File: src/rtl/imul53_arbiter.sv
// imul53_arbiter: round-robin arbiter sharing one non-pipelined 53x53 multiplier between two requesters,
// with a minimum-latency rdy window and a timeout abort.
module imul53_arbiter #(
  parameter int min_latency = 16,
  parameter int timeout     = 32
) (
  input  logic         i_clk,
  input  logic         i_nrst,
  input  logic         i_req0,
  input  logic         i_req1,
  input  logic [52:0]  i_a0,
  input  logic [52:0]  i_b0,
  input  logic [52:0]  i_a1,
  input  logic [52:0]  i_b1,
  output logic         o_ack0,
  output logic         o_ack1,
  output logic         o_valid0,
  output logic         o_valid1,
  output logic [105:0] o_result,
  output logic [6:0]   o_shift,
  output logic         o_overflow,
  output logic         o_err,
  output logic         o_mul_ena,
  output logic [52:0]  o_mul_a,
  output logic [52:0]  o_mul_b,
  input  logic [105:0] i_mul_result,
  input  logic [6:0]   i_mul_shift,
  input  logic         i_mul_overflow,
  input  logic         i_mul_rdy
);
  localparam logic [1:0] IDLE = 2'd0, BUSY = 2'd1, RESP = 2'd2;
  localparam logic [5:0] rdy_min = 6'(min_latency - 1);
  localparam logic [5:0] to_max  = 6'(timeout - 1);
  logic [1:0]   state_q, state_d;
  logic [5:0]   cnt_q, cnt_d;
  logic         last_q, last_d;
  logic         ack0_q, ack0_d, ack1_q, ack1_d;
  logic         valid0_q, valid0_d, valid1_q, valid1_d;
  logic         mul_ena_q, mul_ena_d;
  logic [52:0]  mul_a_q, mul_a_d, mul_b_q, mul_b_d;
  logic [105:0] result_q, result_d;
  logic [6:0]   shift_q, shift_d;
  logic         overflow_q, overflow_d, err_q, err_d;
  logic         pick1, rdy_ok, to_hit;
  // last_q doubles as the granted requester while an operation is in flight
  assign pick1  = i_req1 & (~i_req0 | ~last_q);
  assign rdy_ok = i_mul_rdy & (cnt_q >= rdy_min);
  assign to_hit = cnt_q >= to_max;
  always_comb begin
    state_d    = state_q;
    cnt_d      = cnt_q;
    last_d     = last_q;
    ack0_d     = 1'b0;
    ack1_d     = 1'b0;
    valid0_d   = 1'b0;
    valid1_d   = 1'b0;
    mul_ena_d  = 1'b0;
    mul_a_d    = mul_a_q;
    mul_b_d    = mul_b_q;
    result_d   = result_q;
    shift_d    = shift_q;
    overflow_d = overflow_q;
    err_d      = err_q;
    case (state_q)
      IDLE: if (i_req0 | i_req1) begin
        state_d   = BUSY;
        cnt_d     = 6'd0;
        last_d    = pick1;
        ack0_d    = ~pick1;
        ack1_d    = pick1;
        mul_ena_d = 1'b1;
        mul_a_d   = pick1 ? i_a1 : i_a0;
        mul_b_d   = pick1 ? i_b1 : i_b0;
      end
      BUSY: begin
        cnt_d = (cnt_q == 6'd63) ? cnt_q : cnt_q + 6'd1;
        if (rdy_ok | to_hit) begin
          state_d    = RESP;
          valid0_d   = ~last_q;
          valid1_d   = last_q;
          result_d   = rdy_ok ? i_mul_result : '0;
          shift_d    = rdy_ok ? i_mul_shift : '0;
          overflow_d = rdy_ok & i_mul_overflow;
          err_d      = ~rdy_ok;
        end
      end
      default: state_d = IDLE;
    endcase
  end
  always_ff @(posedge i_clk or negedge i_nrst) begin
    if (!i_nrst) begin
      state_q    <= IDLE;
      cnt_q      <= '0;
      last_q     <= 1'b1;
      ack0_q     <= 1'b0;
      ack1_q     <= 1'b0;
      valid0_q   <= 1'b0;
      valid1_q   <= 1'b0;
      mul_ena_q  <= 1'b0;
      mul_a_q    <= '0;
      mul_b_q    <= '0;
      result_q   <= '0;
      shift_q    <= '0;
      overflow_q <= 1'b0;
      err_q      <= 1'b0;
    end else begin
      state_q    <= state_d;
      cnt_q      <= cnt_d;
      last_q     <= last_d;
      ack0_q     <= ack0_d;
      ack1_q     <= ack1_d;
      valid0_q   <= valid0_d;
      valid1_q   <= valid1_d;
      mul_ena_q  <= mul_ena_d;
      mul_a_q    <= mul_a_d;
      mul_b_q    <= mul_b_d;
      result_q   <= result_d;
      shift_q    <= shift_d;
      overflow_q <= overflow_d;
      err_q      <= err_d;
    end
  end
  assign o_ack0     = ack0_q;
  assign o_ack1     = ack1_q;
  assign o_valid0   = valid0_q;
  assign o_valid1   = valid1_q;
  assign o_mul_ena  = mul_ena_q;
  assign o_mul_a    = mul_a_q;
  assign o_mul_b    = mul_b_q;
  assign o_result   = result_q;
  assign o_shift    = shift_q;
  assign o_overflow = overflow_q;
  assign o_err      = err_q;
endmodule

File: config.mk
export PLATFORM = sky130hd
export DESIGN_NAME = imul53_arbiter
export DESIGN_NICKNAME = d
export VERILOG_FILES = /design/src/rtl/imul53_arbiter.sv
export SDC_FILE = /design/constraint.sdc
export NUM_CORES = 1
export LEC_CHECK = 0
export BUFFER_PORTS_ARGS = -buffer_cell sky130_fd_sc_hd__clkbuf_2
export CAP_MARGIN = 20
export CORE_AREA = 2 2 217 219
export DETAILED_ROUTE_END_ITERATION = 6
export DIE_AREA = 0 0 219 221
export SYNTH_ARGS = -nofsm -noshare
export SYNTH_HDL_FRONTEND = slang
export SYNTH_SLANG_ARGS = --single-unit
export TNS_END_PERCENT = 1
File: constraint.sdc
create_clock -name i_clk -period 1.55 [get_ports i_clk]
set_input_delay 0.0775 -clock i_clk [delete_from_list [all_inputs] [get_ports i_clk]]
set_output_delay 0.0775 -clock i_clk [all_outputs]
set_load 0.01 [all_outputs]
==> summary.txt <==
Worst hold path
  – Hold crit path type: input port to asynchronous set/reset pin

Synth
  – Post-Synth XOR/XNOR Area: 0
  – Yosys top cell area share: 0.630
  – Post-Syn Instances: approximately 700
  – Mapped Area: 0.00930 mm^2
  – Mapped Nets: ~1000
  – Post-Synth Simple-Gate Area: 0.0242
  – Primary FF master, synth: dfrtp_1
  – Synth area leader: dfrtp_1
  – Compound-Gate Fraction of Synth Area: 0.227
  – Fraction of the mapped netlist area in adder cells: 0.00269
  – Post-synthesis mux area share: 0.0315
  – Synth warn: 0
  – Number of synthesized flops with an enable pin: 0
  – Synth area leaders: dfrtp_1 (63%), a22o_1 (11%), a222oi_1 (8.5%)
  – Synth Area per Inst: 13.2 um^2
  – Most frequent cell after synthesis: dfrtp_1
  – Main combinational cell family by area after synthesis: compound AO/OA/AOI/OAI gates
  – Sequential area share after synthesis: 0.633
  – Synth unique cells: 40
  – Seq cells post-synth: 235
  – Commonest cells post-synth: dfrtp_1 (234), a22o_1 (116), inv_1 (85)
  – Ys async rst share: 1.00

Outcome
  – Status: finished with violations
  – Failing checks: design-rule violations, negative setup slack

CTS
  – CTS Buf Count: 26
  – Root Driver: clkbuf_16
  – Clock sinks: 235
  – CTS tree: done
  – Clock latency on the worst-skew pair: ~550 ps
  – Clock-pin slew on the worst setup and hold paths: roughly 60 ps
  – H-tree levels: 1
  – Clock Tree Buf Depth: 3

Die
  – Chip Width: 219 um
  – Initial core utilization: 0.202
  – Top Ports: 557
  – Die Ht: 221 um
  – Core area: ~0.046 mm^2
  – Die area: 0.0484 mm^2
  – Row count: 79

Timing
  – RSZ-0062 raised after global routing: yes
  – Clock Skews: ~24 ps
  – Final setup vio count: 196
  – Final Cycle Share: 1.10
  – Worst Slack Setup Final: -157 ps
  – Slew @ Worst Pin: 464 ps
  – Fmax: slightly below 0.6 GHz
  – Slew margin rel.: 0.690
  – Tmin final: 1710 ps
  – Slew Viols, Final: 0
  – Final Hold Vio Count: 0

Detailed routing
  – Routed wire length: approximately 39000 um
  – Drc violations: 26
  – Detailed Routing Iterations Pass 1: 7
  – DRT antenna net count: 0
  – DR vias/cell: between 4 and 5
  – Vias: 9927
  – Avg WL per Cell: approximately 17 um
  – 1st-iter DRT viols: 677

Place
  – I/O Buffers: 556
  – Dpl cells: around 1800
  – Hpwl dp: 24000 um
  – Gp weighted congestion: 0.883

Worst setup path
  – Crit Path Category: flip-flop to flip-flop
  – Worst-path fanout max: 10
  – Crit path DAT: 2180 ps
  – Crit-path cells: ha_4, a311oi_4, o211ai_2, nand2_4, buf_12, clkbuf_16, a22o_1
  – Crit. End Element: flip-flop
  – Crit-path max cell delay: approximately 430 ps
  – Worst Path Required: around 2000 ps
  – Slowest CP cell: dfrtp_2
  – Worst Setup Start Kind: flip-flop

Pwr
  – Pleak: approximately 8.9 nW
  – Peak VDD IR: 0.918 mV
  – Tot Pwr: 28.4 mW
  – PD cells: 1650 mW/mm^2

Final layout
  – # diodes: 0
  – Layout cells sized above 1: 0.410
  – Layout Cells excl Fill: 2222
  – Final Util: 0.375
  – Area Growth Syn to Fin: 85.6%
  – Layout Nets: 1931

Global routing
  – Largest net degree at the start of global routing: 81
  – Initial antenna violation count: 0
  – Vias in the first global route: 10500
  – Overflow after GRT: 0
  – GRT Util Overall: 0.147
  – First-pass GRT wire length: 56600 um

Job
  – Maxcap violations: 0
-- cell usage in the layout, fill, tap and decap left out, types with 4 or more instances in the layout --
cell	count
clkinv_2	4
buf_4	20
clkbuf_16	29
a222oi_1	79
dfrtp_1	232
clkbuf_1	5
nand2_1	30
inv_1	85
o21ai_0	29
clkbuf_2	555
buf_12	17
a22o_1	116
dlygate4sd3_1	329
mux2i_1	27
-- metrics by stage --
step	TNS (ps)	area (um^2)	setup slack [ps]	hold WS, ps
floorplan	-17260	9350	-147	-218
global placement	-19410	12900	-133	49.9
detailed placement	-24440	12900	-162	43.2
CTS	-24550	17100	-186	16.9
global route	-36560	17300	-231	39.6
finish	-21080	17300	-157	49.4
-- routing by layer --
metal | vias up | part of all wire | GRT usage
li1 | 4451 | - | -
met5 | - | 0 | 0
met4 | 0 | 0.051 | 0.0780
met2 | 579 | 0.50 | 0.267
met1 | 4771 | 0.36 | 0.158
met3 | 126 | 0.083 | 0.0320
-- power by group --
part | internal (mW) | switching [mW]
registers | 8.89 | 1.89
logic | 5.75 | 5.60
clock network | 3.72 | 2.56
-- worst max-delay path, delay by kind of cell (launching register included) --
family,cells,cell delay (ps)
compound gates,3,570
flops,1,430
buf+inv,2,300
fa+ha+maj,1,180
simple gates,1,130
-- cells by family after synthesis --
logic type / count (synthesis)
buf+inv: 147
fa+ha+maj: 2
mux: 29
compound gates: 242
simple gates: 48
flops: 235
-- sequential cells by signal, indices dropped and copies added (netlist names) --
register,flops
o_result,106
o_mul_a,53
o_mul_b,53
o_shift,7
cnt_q,6
state_q,2
last_q,1
o_ack0,1
o_ack1,1
o_err,1
o_mul_ena,1
o_overflow,1
o_valid0,1
o_valid1,1
-- what timing repair did --
item                                   4_1_cts  5_1_grt
endpoints found under the hold margin      457        0
setup endpoints to repair                  211      227
hold buffers                               329        0
buffers inserted                             0        3
resized for setup                            6        6
pin swaps                                   92       64
cloned                                       1        3
-- area by class of cell --
cell class | instances | area [um^2]
fill | 4354 | 28800
clock inverter | 11 | 150
multi-input combinational | 321 | 2740
inverter | 87 | 327
timing repair buffer | 927 | 6690
sequential | 235 | 5880
tap | 607 | 759
clock buffer | 34 | 711
-- path summary, 6_finish.rpt --
kind	start	endpoint	slack, ps	cells after the start
worst max register to register	cnt_q[1]	o_result[74]	-160	7
max in group asynchronous	i_nrst	o_mul_b[48]	830	3
worst max-delay path	cnt_q[1]	o_result[74]	-160	7
min in group i_clk	i_req1	cnt_q[4]	60	3
worst min register to register	o_mul_b[46]	o_mul_b[46]	480	2
worst min-delay path	i_nrst	o_mul_a[30]	50	2
Note: power is estimated with default switching activity, not from simulation.
